==> src/rtl/bf16_f2i_pipe.sv <==
// -----------------------------------------------------------------------------
// bf16_f2i_pipe
//   Pipelined multi-lane BF16 -> integer converter with a valid/ready
//   handshake. Each lane converts independently using the rounding mode and
//   signedness captured with the transaction. Out-of-range results saturate.
//   The rounded value, tag and (optionally) the per-lane {NV, NX} flags travel
//   through STAGES register stages that all advance together.
//
//   Optional feature macro: BF16_F2I_STATUS_EN
//     defined   : flag logic and status pipeline are built
//     undefined : out_status is tied to zero (result values are unchanged)
//
// Ports
//   clk          clock
//   rst_n        asynchronous active-low reset
//   in_valid     transaction offered
//   in_ready     block accepts the transaction this cycle (= advance enable)
//   in_data      BF16 operands, lane i at [16i+15:16i]
//   in_rnd       rounding mode: 0 RNE, 1 RTZ, 2 RDN, 3 RUP
//   in_unsigned  1 = unsigned result, 0 = two's-complement signed
//   in_tag       opaque sideband returned with the result
//   out_valid    result valid
//   out_ready    consumer accepts the result
//   out_data     integer results, lane i at [INT_WIDTH*i +: INT_WIDTH]
//   out_tag      tag of the result
//   out_status   per-lane {NV, NX}, lane i at [2i+1:2i]
// -----------------------------------------------------------------------------
module bf16_f2i_pipe #(
    parameter int LANES     = 1,
    parameter int INT_WIDTH = 16,
    parameter int STAGES    = 2,
    parameter int TAG_WIDTH = 4
) (
    input  logic                       clk,
    input  logic                       rst_n,
    input  logic                       in_valid,
    output logic                       in_ready,
    input  logic [16*LANES-1:0]        in_data,
    input  logic [1:0]                 in_rnd,
    input  logic                       in_unsigned,
    input  logic [TAG_WIDTH-1:0]       in_tag,
    output logic                       out_valid,
    input  logic                       out_ready,
    output logic [INT_WIDTH*LANES-1:0] out_data,
    output logic [TAG_WIDTH-1:0]       out_tag,
    output logic [2*LANES-1:0]         out_status
);

    localparam int DW = INT_WIDTH * LANES;
    localparam logic [INT_WIDTH-1:0] SMAX = {1'b0, {(INT_WIDTH-1){1'b1}}};
    localparam logic [INT_WIDTH-1:0] SMIN = {1'b1, {(INT_WIDTH-1){1'b0}}};
    localparam logic [INT_WIDTH-1:0] UMAX = {INT_WIDTH{1'b1}};

    // One lane conversion. Returns {NV, NX, result}.
    function automatic logic [INT_WIDTH+1:0] f2i_lane(
        input logic [15:0] x,
        input logic [1:0]  rnd,
        input logic        uns
    );
        logic                 sgn;
        logic [7:0]           ex;
        logic [6:0]           man;
        logic [38:0]          fx;
        logic [31:0]          mag;
        logic                 grd;
        logic                 stk;
        logic                 inx;
        logic                 inc;
        logic                 big;
        logic                 nan;
        logic                 ovf;
        logic                 nv;
        logic                 nx;
        logic [32:0]          mag_r;
        logic [33:0]          lim;
        logic [INT_WIDTH-1:0] res;

        sgn = x[15];
        ex  = x[14:7];
        man = x[6:0];
        fx  = 39'd0;
        mag = 32'd0;
        grd = 1'b0;
        stk = 1'b0;
        nan = (ex == 8'hFF) && (man != 7'd0);
        // |value| >= 2^32 (including inf/NaN) exceeds every representable bound
        big = (ex >= 8'd159);

        if (big) begin
            mag = 32'd0;
        end else if (ex >= 8'd127) begin
            // 1.m with 7 fraction bits, shifted by the unbiased exponent (0..31)
            fx  = {31'd0, 1'b1, man} << (ex - 8'd127);
            mag = fx[38:7];
            grd = fx[6];
            stk = |fx[5:0];
        end else if (ex == 8'd126) begin
            // value in [0.5, 1): leading one is the guard bit
            grd = 1'b1;
            stk = |man;
        end else begin
            // below 0.5 (including denormals): only sticky, unless exactly zero
            grd = 1'b0;
            stk = (ex != 8'd0) || (man != 7'd0);
        end

        inx = grd | stk;
        // rounding acts on the signed value, so directed modes depend on sign
        case (rnd)
            2'd0:    inc = grd & (stk | mag[0]);
            2'd1:    inc = 1'b0;
            2'd2:    inc = sgn & inx;
            2'd3:    inc = ~sgn & inx;
            default: inc = 1'b0;
        endcase
        mag_r = {1'b0, mag} + {32'd0, inc};

        // largest magnitude representable for this sign/signedness
        if (uns) begin
            lim = sgn ? 34'd0 : ((34'd1 << INT_WIDTH) - 34'd1);
        end else begin
            lim = sgn ? (34'd1 << (INT_WIDTH-1)) : ((34'd1 << (INT_WIDTH-1)) - 34'd1);
        end
        ovf = big || ({1'b0, mag_r} > lim);

        if (nan) begin
            res = uns ? UMAX : SMAX;
            nv  = 1'b1;
        end else if (ovf) begin
            if (uns) begin
                res = sgn ? {INT_WIDTH{1'b0}} : UMAX;
            end else begin
                res = sgn ? SMIN : SMAX;
            end
            nv = 1'b1;
        end else begin
            res = sgn ? ({INT_WIDTH{1'b0}} - mag_r[INT_WIDTH-1:0]) : mag_r[INT_WIDTH-1:0];
            nv  = 1'b0;
        end
        nx = ~nv & inx;
        return {nv, nx, res};
    endfunction

    logic [STAGES-1:0]    vld_r;
    logic [DW-1:0]        data_r [STAGES];
    logic [TAG_WIDTH-1:0] tag_r  [STAGES];
    logic [DW-1:0]        conv_data_s;
    logic                 adv_s;

    // Whole pipeline advances together; it only holds when the output is blocked
    assign adv_s     = out_ready || !vld_r[STAGES-1];
    assign in_ready  = adv_s;
    assign out_valid = vld_r[STAGES-1];
    assign out_data  = data_r[STAGES-1];
    assign out_tag   = tag_r[STAGES-1];

    // Per-lane conversion of the offered operands
    always_comb begin
        conv_data_s = '0;
        for (int i = 0; i < LANES; i++) begin
            conv_data_s[i*INT_WIDTH +: INT_WIDTH] =
                INT_WIDTH'(f2i_lane(in_data[16*i +: 16], in_rnd, in_unsigned));
        end
    end

    // Result/tag/valid shift register
    always_ff @(posedge clk or negedge rst_n) begin
        if (!rst_n) begin
            vld_r <= '0;
            for (int k = 0; k < STAGES; k++) begin
                data_r[k] <= '0;
                tag_r[k]  <= '0;
            end
        end else if (adv_s) begin
            vld_r[0] <= in_valid;
            if (in_valid) begin
                data_r[0] <= conv_data_s;
                tag_r[0]  <= in_tag;
            end
            for (int k = 1; k < STAGES; k++) begin
                vld_r[k]  <= vld_r[k-1];
                data_r[k] <= data_r[k-1];
                tag_r[k]  <= tag_r[k-1];
            end
        end
    end

`ifdef BF16_F2I_STATUS_EN
    logic [2*LANES-1:0] st_r [STAGES];
    logic [2*LANES-1:0] conv_st_s;

    // Per-lane {NV, NX} flags of the offered operands
    always_comb begin
        conv_st_s = '0;
        for (int i = 0; i < LANES; i++) begin
            conv_st_s[2*i +: 2] =
                2'(f2i_lane(in_data[16*i +: 16], in_rnd, in_unsigned) >> INT_WIDTH);
        end
    end

    // Status shift register, advancing in lockstep with the results
    always_ff @(posedge clk or negedge rst_n) begin
        if (!rst_n) begin
            for (int k = 0; k < STAGES; k++) begin
                st_r[k] <= '0;
            end
        end else if (adv_s) begin
            if (in_valid) begin
                st_r[0] <= conv_st_s;
            end
            for (int k = 1; k < STAGES; k++) begin
                st_r[k] <= st_r[k-1];
            end
        end
    end

    assign out_status = st_r[STAGES-1];
`else
    assign out_status = '0;
`endif

endmodule

==> config.mk <==
export PLATFORM = sky130hd
export DESIGN_NAME = bf16_f2i_pipe
export DESIGN_NICKNAME = d
export VERILOG_FILES = /design/src/rtl/bf16_f2i_pipe.sv
export SDC_FILE = /design/constraint.sdc
export NUM_CORES = 1
export LEC_CHECK = 0
export CAP_MARGIN = 20
export CORE_UTILIZATION = 52
export CTS_BUF_LIST = sky130_fd_sc_hd__clkbuf_16
export DETAILED_ROUTE_END_ITERATION = 10
export PLACE_DENSITY = 0.8
export SYNTH_ARGS = -nofsm -noshare
export SYNTH_HDL_FRONTEND = slang
export SYNTH_SLANG_ARGS = --single-unit
==> constraint.sdc <==
create_clock -name clk -period 1.83 [get_ports clk]
set_clock_uncertainty 0.05 [all_clocks]
set_input_delay 0.366 -clock clk [delete_from_list [all_inputs] [get_ports clk]]
set_output_delay 0.366 -clock clk [all_outputs]
set_load 0.1 [all_outputs]
[After elaboration in Yosys (flattened, before gate mapping)]
Index checks and enable logic that the tools add are counted.
Cells by class
  bitwise operators: 6
  $lt $le $gt $ge: 3
  reduce and logical (&&, ||, !) cells: 11
  shifts and indexed selects: 1
  add/subtract/negate cells: 3
  mux-type cells: 19
  equality and inequality tests: 5
Operators with widths (count)
  $mux 16: 10
  $mux 32: 2
  $shl 8x8->39: 1
  $gt 33x34->1: 1
  $add 32x1->33: 1
  $sub 1x16->16 const A: 1
  $eq 8x7->1 const B: 1
  $eq 8x8->1 const B: 1
  $ge 8x7->1 const B: 1
  $ge 8x8->1 const B: 1
  $reduce_bool 8->1: 1
  $sub 8x7->8 const B: 1
  $reduce_bool 7->1: 1
  $reduce_or 7->1: 1
  $mux 1: 6
  $reduce_or 6->1: 1
  $eq 2x2->1 const B: 2
  $pmux 1 s4: 1
  $and 1x1->1: 3
  $logic_or 1x1->1: 3
  $eq 2x1->1 const B: 1
  $logic_not 2->1: 1
  $or 1x1->1: 2
  $reduce_and 2->1: 1
  other kinds (3): 3
Word-level totals
  output and inout bits: 24
  bits of input ports: 27
  bits in registers: 42

[Longest topological paths before layout]
  word-level depth: 13
  depth in mapped cells: 34
  mapped depth without buffers: 29

[Least setup slack after synthesis]
Ideal clock, no wire load.
  kind: input to register
  start: in in_data[7]
  end: reg data_r[23] (netlist bit)
  setup time: 0.094 ns
  data arrival time: 5.882 ns
  data required time: 1.686 ns
  setup slack: -4.195 ns
  stages on the path: 32
  cells stage by stage: buf_6 > clkinv_1 > ha_1 > clkbuf_1 > buf_2 > buf_2 > nand3_1 > a41oi_1 > o31ai_1 > nand3_1 > a21o_1 > o21ai_0 > a21oi_1 > nor2_1 > a211oi_1 > ha_1 > ha_1 > nand4_1 > o41ai_2 > ha_1 > a21o_1 > a21o_1 > a21oi_1 > nor2b_1 > o21ai_0 > nand2_1 > a22oi_1 > o211ai_1 > or2_2 > buf_1 > o21ai_0 > a211oi_1
Between the ends
  cells in the longest elaborated chain, start to end: 13
  elaborated cells between the ends (all ways): 31
Ends and longest elaborated chain
  from (decl): RTL line 38  | input logic [16*LANES-1:0] in_data,
  $sub 8x7->8 / $reduce_bool 8->1 (equally long branches): RTL line 93, 104
  $shl 8x8->39 / $logic_or 1x1->1 (equally long branches): RTL line 93, 104
  $reduce_or 6->1 / $mux 1 (equally long branches): RTL line 96, 97
  $mux 1: RTL line 91  | end else if (ex >= 8'd127) begin
  $mux 1: RTL line 89  | if (big) begin
  $or 1x1->1 (on tied branches): RTL line 107, 110
  $and 1x1->1 (on tied branches): RTL line 113, 110, 112
  $pmux 1 s4: RTL line 109  | case (rnd)
  $add 32x1->33: RTL line 116  | mag_r = {1'b0, mag} + {32'd0, inc};
  $gt 33x34->1 / $sub 1x16->16 (equally long branches): RTL line 124, 137
  $logic_or 1x1->1 / $mux 16 (equally long branches): RTL line 124, 137
  $mux 16: RTL line 129  | end else if (ovf) begin
  $mux 16 *: RTL line 126  | if (nan) begin
  to (signal, indexed assignment): RTL line 182  | data_r[k] <= data_r[k-1];
  to (decl): RTL line 145  | logic [DW-1:0] data_r [STAGES];
Every way passes the cells marked *; elsewhere a longest branch is shown, timed or not.
A chain may end at the register's enable or synchronous reset.

[Worst setup path in the final report]
  start: in in_data[7]
  end: reg data_r[24] (netlist bit)
Same word-level chain as after synthesis.

==> impl_metrics.tcl <==
set metrics [dict create \
    grt_overflow 0 \
    via_per_inst 6.37 \
    power_density_nw_per_um2 809 \
    grt_use_total_pct 37.2 \
    hold_path_class "in -> async" \
    crit_type "in -> reg" \
    fin_crit_ps 5280 \
    drt_first_pass_iters 6 \
    design.die.area_um2 8430 \
    fmax_mhz 190 \
    hold_viol 22 \
    cap_violations 0 \
    syn_area_per_cell_um2 8.69 \
    drive_gt1_share_pct 47.6 \
    worstPathArrival_ps 5410 \
    insertedDiodeCount 0 \
    num_rows 32 \
    synthFlopType "dfrtp_1" \
    dpl.cell_count 729 \
    final_common_cell "buf_4" \
    cp-start-kind "primary input" \
    portBuffers 48 \
    synthArstFlopShare_pct 100 \
    grt_max_degree 43 \
    outcome "finished, violations left" \
    setup_viol 16 \
    fin_setup_tns_ps -53640 \
    cts_sinks 42 \
    syn_inst 483 \
    cpMostUsedCell "buf_6" \
    grt_pass1_vias 4695 \
    endpoint_kind "flip-flop" \
    boundaryPins 51 \
    tightest_slew_ps 891 \
    cp_slowest_cell "or2_4" \
    fillers 396 \
    violations "hold timing, setup timing" \
    clockBufferDepth 2 \
    globalplace.congestion 1.02 \
    synth_seq_cells 42 \
    synth_cell_types 84 \
    final_cell_mix "159 x buf_4, 46 x nor2_1, 41 x dfrtp_1" \
    cts_made_buffers 5 \
    die_x_um 91.8 \
    critPathRequiredTime_ps 1960 \
    clockRootBuffer "clkbuf_16" \
    irDropWorstVdd_mv 0.657 \
    dpl.hpwl_um 11100 \
    finalCritPeriodShare_pct 288 \
    synth-edff-count 0 \
    yosys_warnings 0 \
    antenna_found_initial 0 \
    path_clk_slew_ps 70 \
    hold_slack_ps -9.64 \
    cp_slowest_stage_delay_ps 350 \
    utilization_pct 86.0 \
    stdcell_count 762 \
    via_count 4857 \
    coreArea_um2 7770 \
    area_growth_pct 59.3 \
    seq_area_frac_synth_pct 25.1 \
    relSlewSlack_pct 40.4 \
    wire_per_inst_um 20.9 \
    leakagePower_nw 3.04 \
    p_total_mw 5.40 \
    htreeDepth 2 \
    ant_nets 0 \
    grt_pass1_wl_um 24400 \
    rsz0062_at_grt "true" \
    worstSkewPairLatency_ps 290 \
    nets 710 \
    drtIter0Drc 636 \
    fp.dieH_um 91.8 \
    start_util_pct 54.0 \
    drt_wl_total_um 15900 \
    cts_tree "done" \
    cp_max_fo 7 \
    syn-cell-area_um2 4200 \
    final.setup.worst_slack_ps -3450 \
    drc 0 \
    slew_violations 0 \
]
-- final cells by class --
class                           instances  area, um2  share of cell area [%]
Tap cell                              102        128                    1.91
Inverter                               14       68.8                    1.03
Clock buffer                            5        125                    1.87
Sequential cell                        42       1050                    15.8
Clock inverter                          3       43.8                   0.655
Timing Repair Buffer                  218       2070                    31.0
Multi-Input combinational cell        378       3190                    47.7
-- metrics by stage --
step	setup slack [ps]	area, um2
floorplan	-3410	4450
global placement	-3850	5990
detailed placement	-4190	5990
CTS	-3240	6550
global route	-3710	6680
finish	-3450	6680
-- sequential cells by signal (all words and copies together) (netlist names) --
register and count:
tag_r 4, out_data 16, data_r 16, out_tag 4, vld_r 2
-- worst max-delay path, delay by kind of cell --
| kind | cells | cell delay, ps |
|---|---|---|
| adder cells (fa/ha/maj) | 4 | 870 |
| AND/OR/NAND/NOR | 9 | 1290 |
| buffers and inverters | 7 | 730 |
| AO/OA/AOI/OAI | 13 | 1880 |
| XOR/XNOR | 1 | 220 |
-- worst paths after layout --
kind                                  from         end  slack [ps]  cells past startpoint
max in group asynchronous            rst_n    vld_r[1]        1530                      2
worst max register to register    vld_r[1]  data_r[30]        -110                      7
min in group clk                  vld_r[0]    vld_r[1]         440                      1
worst min register to register    vld_r[0]    vld_r[1]         440                      1
worst min-delay path                 rst_n  data_r[24]         -10                      2
worst max-delay path            in_data[7]  data_r[24]       -3450                     34
-- what timing repair did --
| action | 4_1_cts | 5_1_grt |
|---|---|---|
| cloned | 1 | 0 |
| setup buffers | 24 | 4 |
| hold buffers | 0 | 0 |
| gates resized for setup | 42 | 26 |
| pin swaps | 39 | 25 |
| setup endpoints to repair | 16 | 17 |
-- per-layer routing --
layer / global-route usage, % / wire length, um / vias to the layer above
met2: 61.6 / 7490 / 326
met3: 6.88 / 1490 / 105
li1: - / - / 2110
met4: 17.8 / 912 / 0
met1: 46.9 / 6030 / 2316
met5: 0 / 0 / -
-- power breakdown --
part           switching, mW  internal [mW]  total (mW)
combinational           1.76           1.27        3.02
sequential             0.200           1.14        1.34
clock                  0.394          0.647        1.04
-- Yosys cell counts, types with 3 or more instances --
| library cell | n | area (um2) |
|---|---|---|
| o22ai_1 | 5 | 31.3 |
| o31ai_1 | 5 | 37.5 |
| mux2i_1 | 12 | 120 |
| o211ai_1 | 7 | 52.6 |
| and2_1 | 6 | 37.5 |
| clkbuf_1 | 16 | 60.1 |
| o41ai_2 | 4 | 65.1 |
| nand3_1 | 20 | 100 |
| buf_2 | 4 | 20.0 |
| nor2b_1 | 7 | 43.8 |
| xnor2_1 | 16 | 140 |
| inv_1 | 12 | 45.0 |
| nor2_1 | 50 | 188 |
| ha_1 | 24 | 300 |
| nand4_1 | 11 | 68.8 |
| and3_1 | 4 | 25.0 |
| o221a_1 | 3 | 33.8 |
| mux2_2 | 29 | 327 |
| a21o_1 | 9 | 67.6 |
| o21ai_0 | 20 | 100 |
| or3_1 | 6 | 37.5 |
| nand2_1 | 30 | 113 |
| buf_4 | 26 | 195 |
| nor3_1 | 10 | 50.1 |
| buf_6 | 3 | 33.8 |
| nand2b_1 | 6 | 37.5 |
| or2_2 | 3 | 18.8 |
| dfrtp_1 | 42 | 1050 |
| a211oi_1 | 5 | 37.5 |
| a21oi_1 | 22 | 110 |
| nor3_2 | 3 | 30.0 |
-- cell families (layout without fill, tap and decap cells) --
family,after synthesis,count (layout),share of synthesized area [%]
and+or+nand+nor,172,172,21.4
AOI/OAI and AO/OA,117,117,21.5
buffers and inverters,64,240,8.71
muxes,42,42,11.2
DFF,42,42,25.1
adders and majority gates,24,24,7.16
xor gates and xnor gates,21,21,4.92
other,1,2,0.0894
(Power assumes the default switching activity.)
